[src/rtl/gpio_input_port.sv]
// Debounced GPIO input port with sticky edge capture, interrupt mask and register read-back.
// Define GPIO_INPUT_PORT_DEBOUNCE_EN to add the 1 ms, three-sample debounce filter.
module gpio_input_port #(
  parameter int WIDTH    = 8,
  parameter int TICK_DIV = 48000
) (
  input  logic             clk_48mhz,
  input  logic             reset_n,
  input  logic [WIDTH-1:0] pins_in,
  input  logic [1:0]       addr,
  input  logic             rd_en,
  input  logic             wr_en,
  input  logic [WIDTH-1:0] wr_data,
  output logic [WIDTH-1:0] rd_data,
  output logic             irq
);

  localparam logic [1:0] ADDR_DATA     = 2'd0;
  localparam logic [1:0] ADDR_EDGE     = 2'd1;
  localparam logic [1:0] ADDR_IRQ_MASK = 2'd2;
  localparam logic [1:0] ADDR_EDGE_SEL = 2'd3;

  logic [WIDTH-1:0] sync1_q, sync2_q;
  logic [WIDTH-1:0] state_q, state_d;
  logic [WIDTH-1:0] edge_q, edge_d;
  logic [WIDTH-1:0] mask_q, mask_d;
  logic [WIDTH-1:0] sel_q, sel_d;
  logic [WIDTH-1:0] rd_data_q, rd_data_d;
  logic             irq_q, irq_d;
  logic [WIDTH-1:0] clr;
  logic [WIDTH-1:0] rise;
  logic [WIDTH-1:0] fall;

  always_ff @(posedge clk_48mhz or negedge reset_n) begin
    if (!reset_n) begin
      sync1_q <= '0;
      sync2_q <= '0;
    end else begin
      sync1_q <= pins_in;
      sync2_q <= sync1_q;
    end
  end

`ifdef GPIO_INPUT_PORT_DEBOUNCE_EN
  localparam int CNT_W = (TICK_DIV > 1) ? $clog2(TICK_DIV) : 1;

  logic [CNT_W-1:0]      cnt_q, cnt_d;
  logic                  tick;
  logic [WIDTH-1:0][2:0] hist_q, hist_d;

  assign tick = (cnt_q == CNT_W'(TICK_DIV - 1));

  // State flips on the very edge the history becomes three equal samples.
  always_comb begin : debounce_comb
    logic [2:0] h;
    cnt_d   = tick ? '0 : cnt_q + CNT_W'(1);
    hist_d  = hist_q;
    state_d = state_q;
    h       = '0;
    if (tick) begin
      for (int i = 0; i < WIDTH; i++) begin
        h         = {hist_q[i][1:0], sync2_q[i]};
        hist_d[i] = h;
        if (&h) begin
          state_d[i] = 1'b1;
        end else if (~|h) begin
          state_d[i] = 1'b0;
        end
      end
    end
  end

  always_ff @(posedge clk_48mhz or negedge reset_n) begin
    if (!reset_n) begin
      cnt_q   <= '0;
      hist_q  <= '0;
      state_q <= '0;
    end else begin
      cnt_q   <= cnt_d;
      hist_q  <= hist_d;
      state_q <= state_d;
    end
  end
`else
  // Without the filter the second synchronizer stage is the state itself.
  assign state_q = sync2_q;
  assign state_d = sync1_q;
`endif

  // rd_en/wr_en are single-cycle strobes qualified by addr; a read captures the
  // pre-write value and rd_data holds it until the next rd_en.
  always_comb begin
    clr       = (wr_en && addr == ADDR_EDGE) ? wr_data : '0;
    rise      = state_d & ~state_q;
    fall      = ~state_d & state_q;
    edge_d    = (edge_q & ~clr) | (rise & sel_q) | (fall & ~sel_q);
    mask_d    = (wr_en && addr == ADDR_IRQ_MASK) ? wr_data : mask_q;
    sel_d     = (wr_en && addr == ADDR_EDGE_SEL) ? wr_data : sel_q;
    irq_d     = |(edge_q & mask_q);
    rd_data_d = rd_data_q;
    if (rd_en) begin
      case (addr)
        ADDR_DATA:     rd_data_d = state_q;
        ADDR_EDGE:     rd_data_d = edge_q;
        ADDR_IRQ_MASK: rd_data_d = mask_q;
        ADDR_EDGE_SEL: rd_data_d = sel_q;
        default:       rd_data_d = rd_data_q;
      endcase
    end
  end

  always_ff @(posedge clk_48mhz or negedge reset_n) begin
    if (!reset_n) begin
      edge_q    <= '0;
      mask_q    <= '0;
      sel_q     <= '0;
      rd_data_q <= '0;
      irq_q     <= 1'b0;
    end else begin
      edge_q    <= edge_d;
      mask_q    <= mask_d;
      sel_q     <= sel_d;
      rd_data_q <= rd_data_d;
      irq_q     <= irq_d;
    end
  end

  assign rd_data = rd_data_q;
  assign irq     = irq_q;

endmodule
[config.mk]
export PLATFORM = sky130hd
export DESIGN_NAME = gpio_input_port
export DESIGN_NICKNAME = d
export VERILOG_FILES = /design/src/rtl/gpio_input_port.sv
export SDC_FILE = /design/constraint.sdc
export NUM_CORES = 1
export LEC_CHECK = 0
export ABC_AREA = 0
export ABC_CLOCK_PERIOD_IN_PS = 1100
export CAP_MARGIN = 20
export CORE_ASPECT_RATIO = 1.4
export CORE_MARGIN = 2
export CORE_UTILIZATION = 49
export CTS_CLUSTER_DIAMETER = 80
export DETAILED_ROUTE_END_ITERATION = 8
export GPL_ROUTABILITY_DRIVEN = 0
export HOLD_SLACK_MARGIN = 0.02
export PLACE_DENSITY = 0.73
export SYNTH_ARGS = -nofsm -noshare
export SYNTH_HDL_FRONTEND = slang
export SYNTH_SLANG_ARGS = --single-unit
[constraint.sdc]
create_clock -name clk_48mhz -period 1.1 [get_ports clk_48mhz]
set_input_delay 0.275 -clock clk_48mhz [delete_from_list [all_inputs] [get_ports clk_48mhz]]
set_output_delay 0.275 -clock clk_48mhz [all_outputs]
set_load 0.02 [all_outputs]
==> impl_results.md <==
- DP HPWL: 3040 µm
- Vias in the first global route: 1527
- Wire per inst: 18.6 µm
- Post-route design area: 2810 µm²
- Slowest CP cell: dfrtp_1
- Net Sw Frac: 26.3%
- Max Fclk: 902 MHz
- Cell Area, Synth: 2110 µm²
- Worst Setup Slack, final: -8.77 ps
- Hold WC Path Type: flip-flop to flip-flop
- Status: complete, but fails checks
- Slew @ Worst Pin: 263 ps
- Slew Viols, Final: 0
- CTS tree: done
- Initial antenna violation count: 0
- Crit. End Element: primary output
- Leading area contributor after synthesis: dfrtp_1
- Leak: 1.27 nW
- Worst-path cell chain: buf_6
- Failing checks: negative setup slack
- Async set or reset register ratio after synthesis: 100%
- First DRT Iteration DRCs: 45
- Seq/Total Area, Yosys: 58.2%
- NumNets Final: 223
- Vias: 1454
- Setup TNS: -13.0 ps
- Synth cell count leaders: dfrtp_1, mux2i_1, mux2_2, nand2b_1
- Clock Pin Slew Worst Setup and Hold Paths: 80 ps
- NetSw: 0.00112 W
- Gr usage total: 20.6%
- Syn_area_per_cell: 14.6 µm²
- First-pass GRT wire length: 7250 µm
- Most frequent cell after synthesis: dfrtp_1
- DR top layer: met4
- Syn-to-layout area delta: 33.4%
- P_int: 0.00313 W
- Cell Area, Placed: 2570 µm²
- YS warnings: 0
- Distinct cells, synth: 18
- Kind of critical path: flip-flop to primary output
- Vias/cell: 5.91
- Critical Path Start Type: flip-flop
- Post-synth top area share: 58.2%
- Pre-CTS setup slack: -518 ps
- Drt first pass iters: 4
- Root buf cell: clkbuf_8
- Worst vdd ir: 0.978 mV
- Main synth FF type: dfrtp_1
- WL met3: 155 µm
- Comb pwr share: 22.6%
- Post-synth EDFFs: 0
- Final Routed Wirelength: 4570 µm
- Die ar.: 4850 µm²
- CTS sink count: 49
- CP bufs+invs: 1
- Critical path fanouts, max: 2
- Syn Nets: 166
- Ant diodes: 0
- Clk_lat worst skew: 290 ps
- WP data arrival: 830 ps
- CP peak stage delay: 400 ps
- Fraction of layout instances using a drive strength above 1: 30.8%
- Top cells by area, synth: dfrtp_1, mux2_2, mux2i_1
- Reg power frac: 53.0%
- Post-synthesis cell count: 144
- Final Hold Vio Count: 0
- M1 wire length: 1990 µm
- Worst path required time: 820 ps
- Final Skew: 2.21 ps
- Clock Power Share: 24.4%
- Residual DRC: 0
- Starting Density: 50.5%
- #FFs+latches synth: 49
- Routed wl met2: 2280 µm
- Slew margin rel.: 82.4%
- IO Port Bufs: 30
- Core area: 4170 µm²
- Final ANT Viol Nets: 0
- Largest net degree at the start of global routing: 50
- Finish-stage setup viols: 2
- Maxcap violations: 0
- Minimum clock period: 1110 ps
- RSZ-0062 raised after global routing: true
- Gr ovfl total: 0
- Final Cycle Share: 101%
- Power per cell area: 1510 nW/µm²
- DIE HEIGHT: 81.6 µm
- Boundary pin count: 31
- Rows: 28
- Max clock buf depth: 2
- Die Width: 59.4 µm
- CTS Buf Count: 5
- Fillers: 301
- H-tree levels: 2
- CP top delay family: flip-flops
[registers in the layout (all words and copies together), names as in the netlist]
register	flops
irq	1
sel_q	8
rd_data	8
state_q	8
state_d	8
edge_q	8
mask_q	8
[placed cells by master (no fill, tap or decap), drive strengths merged]
master and n:
nand3 1, nand4b 8, buf 33, a22oi 4, nand4 1, o221ai 8, dlygate4sd2 1, nand2 1
nor3b 8, mux2i 16, clkdlybuf4s50 17, bufbuf 2, dlygate4sd3 1, clkbuf 7, mux2 16, and3b 8
dfrtp 49, nand2b 9, nand3b 1, clkdlybuf4s15 2, a211o 8
[power by group through the flow]
| stage | combinational (W) | clock, W | sequential (W) |
|---|---|---|---|
| 6_report | 0.000959 | 0.00103 | 0.00225 |
| 5_1_grt | 0.00103 | 0.00113 | 0.00228 |
| 4_1_cts | 0.000939 | 0.00106 | 0.00224 |
| 3_5_place_dp | 0.000860 | 0 | 0.00227 |
| 3_3_place_gp | 0.000831 | 0 | 0.00225 |
| 2_1_floorplan | 0.000400 | 0 | 0.00228 |
[timing repair]
action | 4_1_cts | 5_1_grt
setup buffers | 3 | 2
endpoints found under the hold margin | 49 | 0
hold buffers | 1 | 0
gates resized for setup | 61 | 5
endpoints found under the setup margin | 41 | 11
pin swaps | 1 | 0
gates cloned | 3 | 0
[layer usage]
| layer | vias up | track usage, % |
|---|---|---|
| li1 | 664 | - |
| met1 | 736 | 26.1 |
| met2 | 38 | 32.3 |
| met3 | 16 | 4.57 |
| met4 | 0 | 11.4 |
| met5 | - | 0 |
[cells by family after synthesis]
group | synth area share, %
mux | 16.3
flops | 58.2
buf+inv | 2.97
compound gates | 8.08
simple gates | 14.4
[metrics by stage]
step	hold WS [ps]	utilization, %	power, W	cells
after floorplan	-20.6	-	0.00268	144
after global placement	275	61.7	0.00308	230
after detailed placement	282	61.7	0.00313	230
after CTS	404	66.7	0.00424	244
after global routing	409	67.4	0.00444	246
final	404	67.4	0.00425	246
[cell type report]
| class | count | area [µm²] | share of cell area [%] |
|---|---|---|---|
| flip-flops and latches | 49 | 1230 | 43.6 |
| well taps | 45 | 56.3 | 2.00 |
| clock buffers | 7 | 86.3 | 3.07 |
| repair buffers | 56 | 612 | 21.8 |
| multi-input cells | 89 | 831 | 29.6 |
[path summary, 6_finish.rpt]
path	startpoint	endpoint	slack [ps]	cells after the start
setup / recovery	rd_data[7]	rd_data[7]	-9	1
hold / removal	state_d[0]	state_q[0]	400	0
setup reg to reg	sel_q[3]	edge_q[3]	110	2
hold reg to reg	state_d[0]	state_q[0]	400	0
max in group asynchronous	reset_n	rd_data[5]	380	3
min in group asynchronous	reset_n	state_q[6]	490	3
Power figures use the tool's default switching activity.
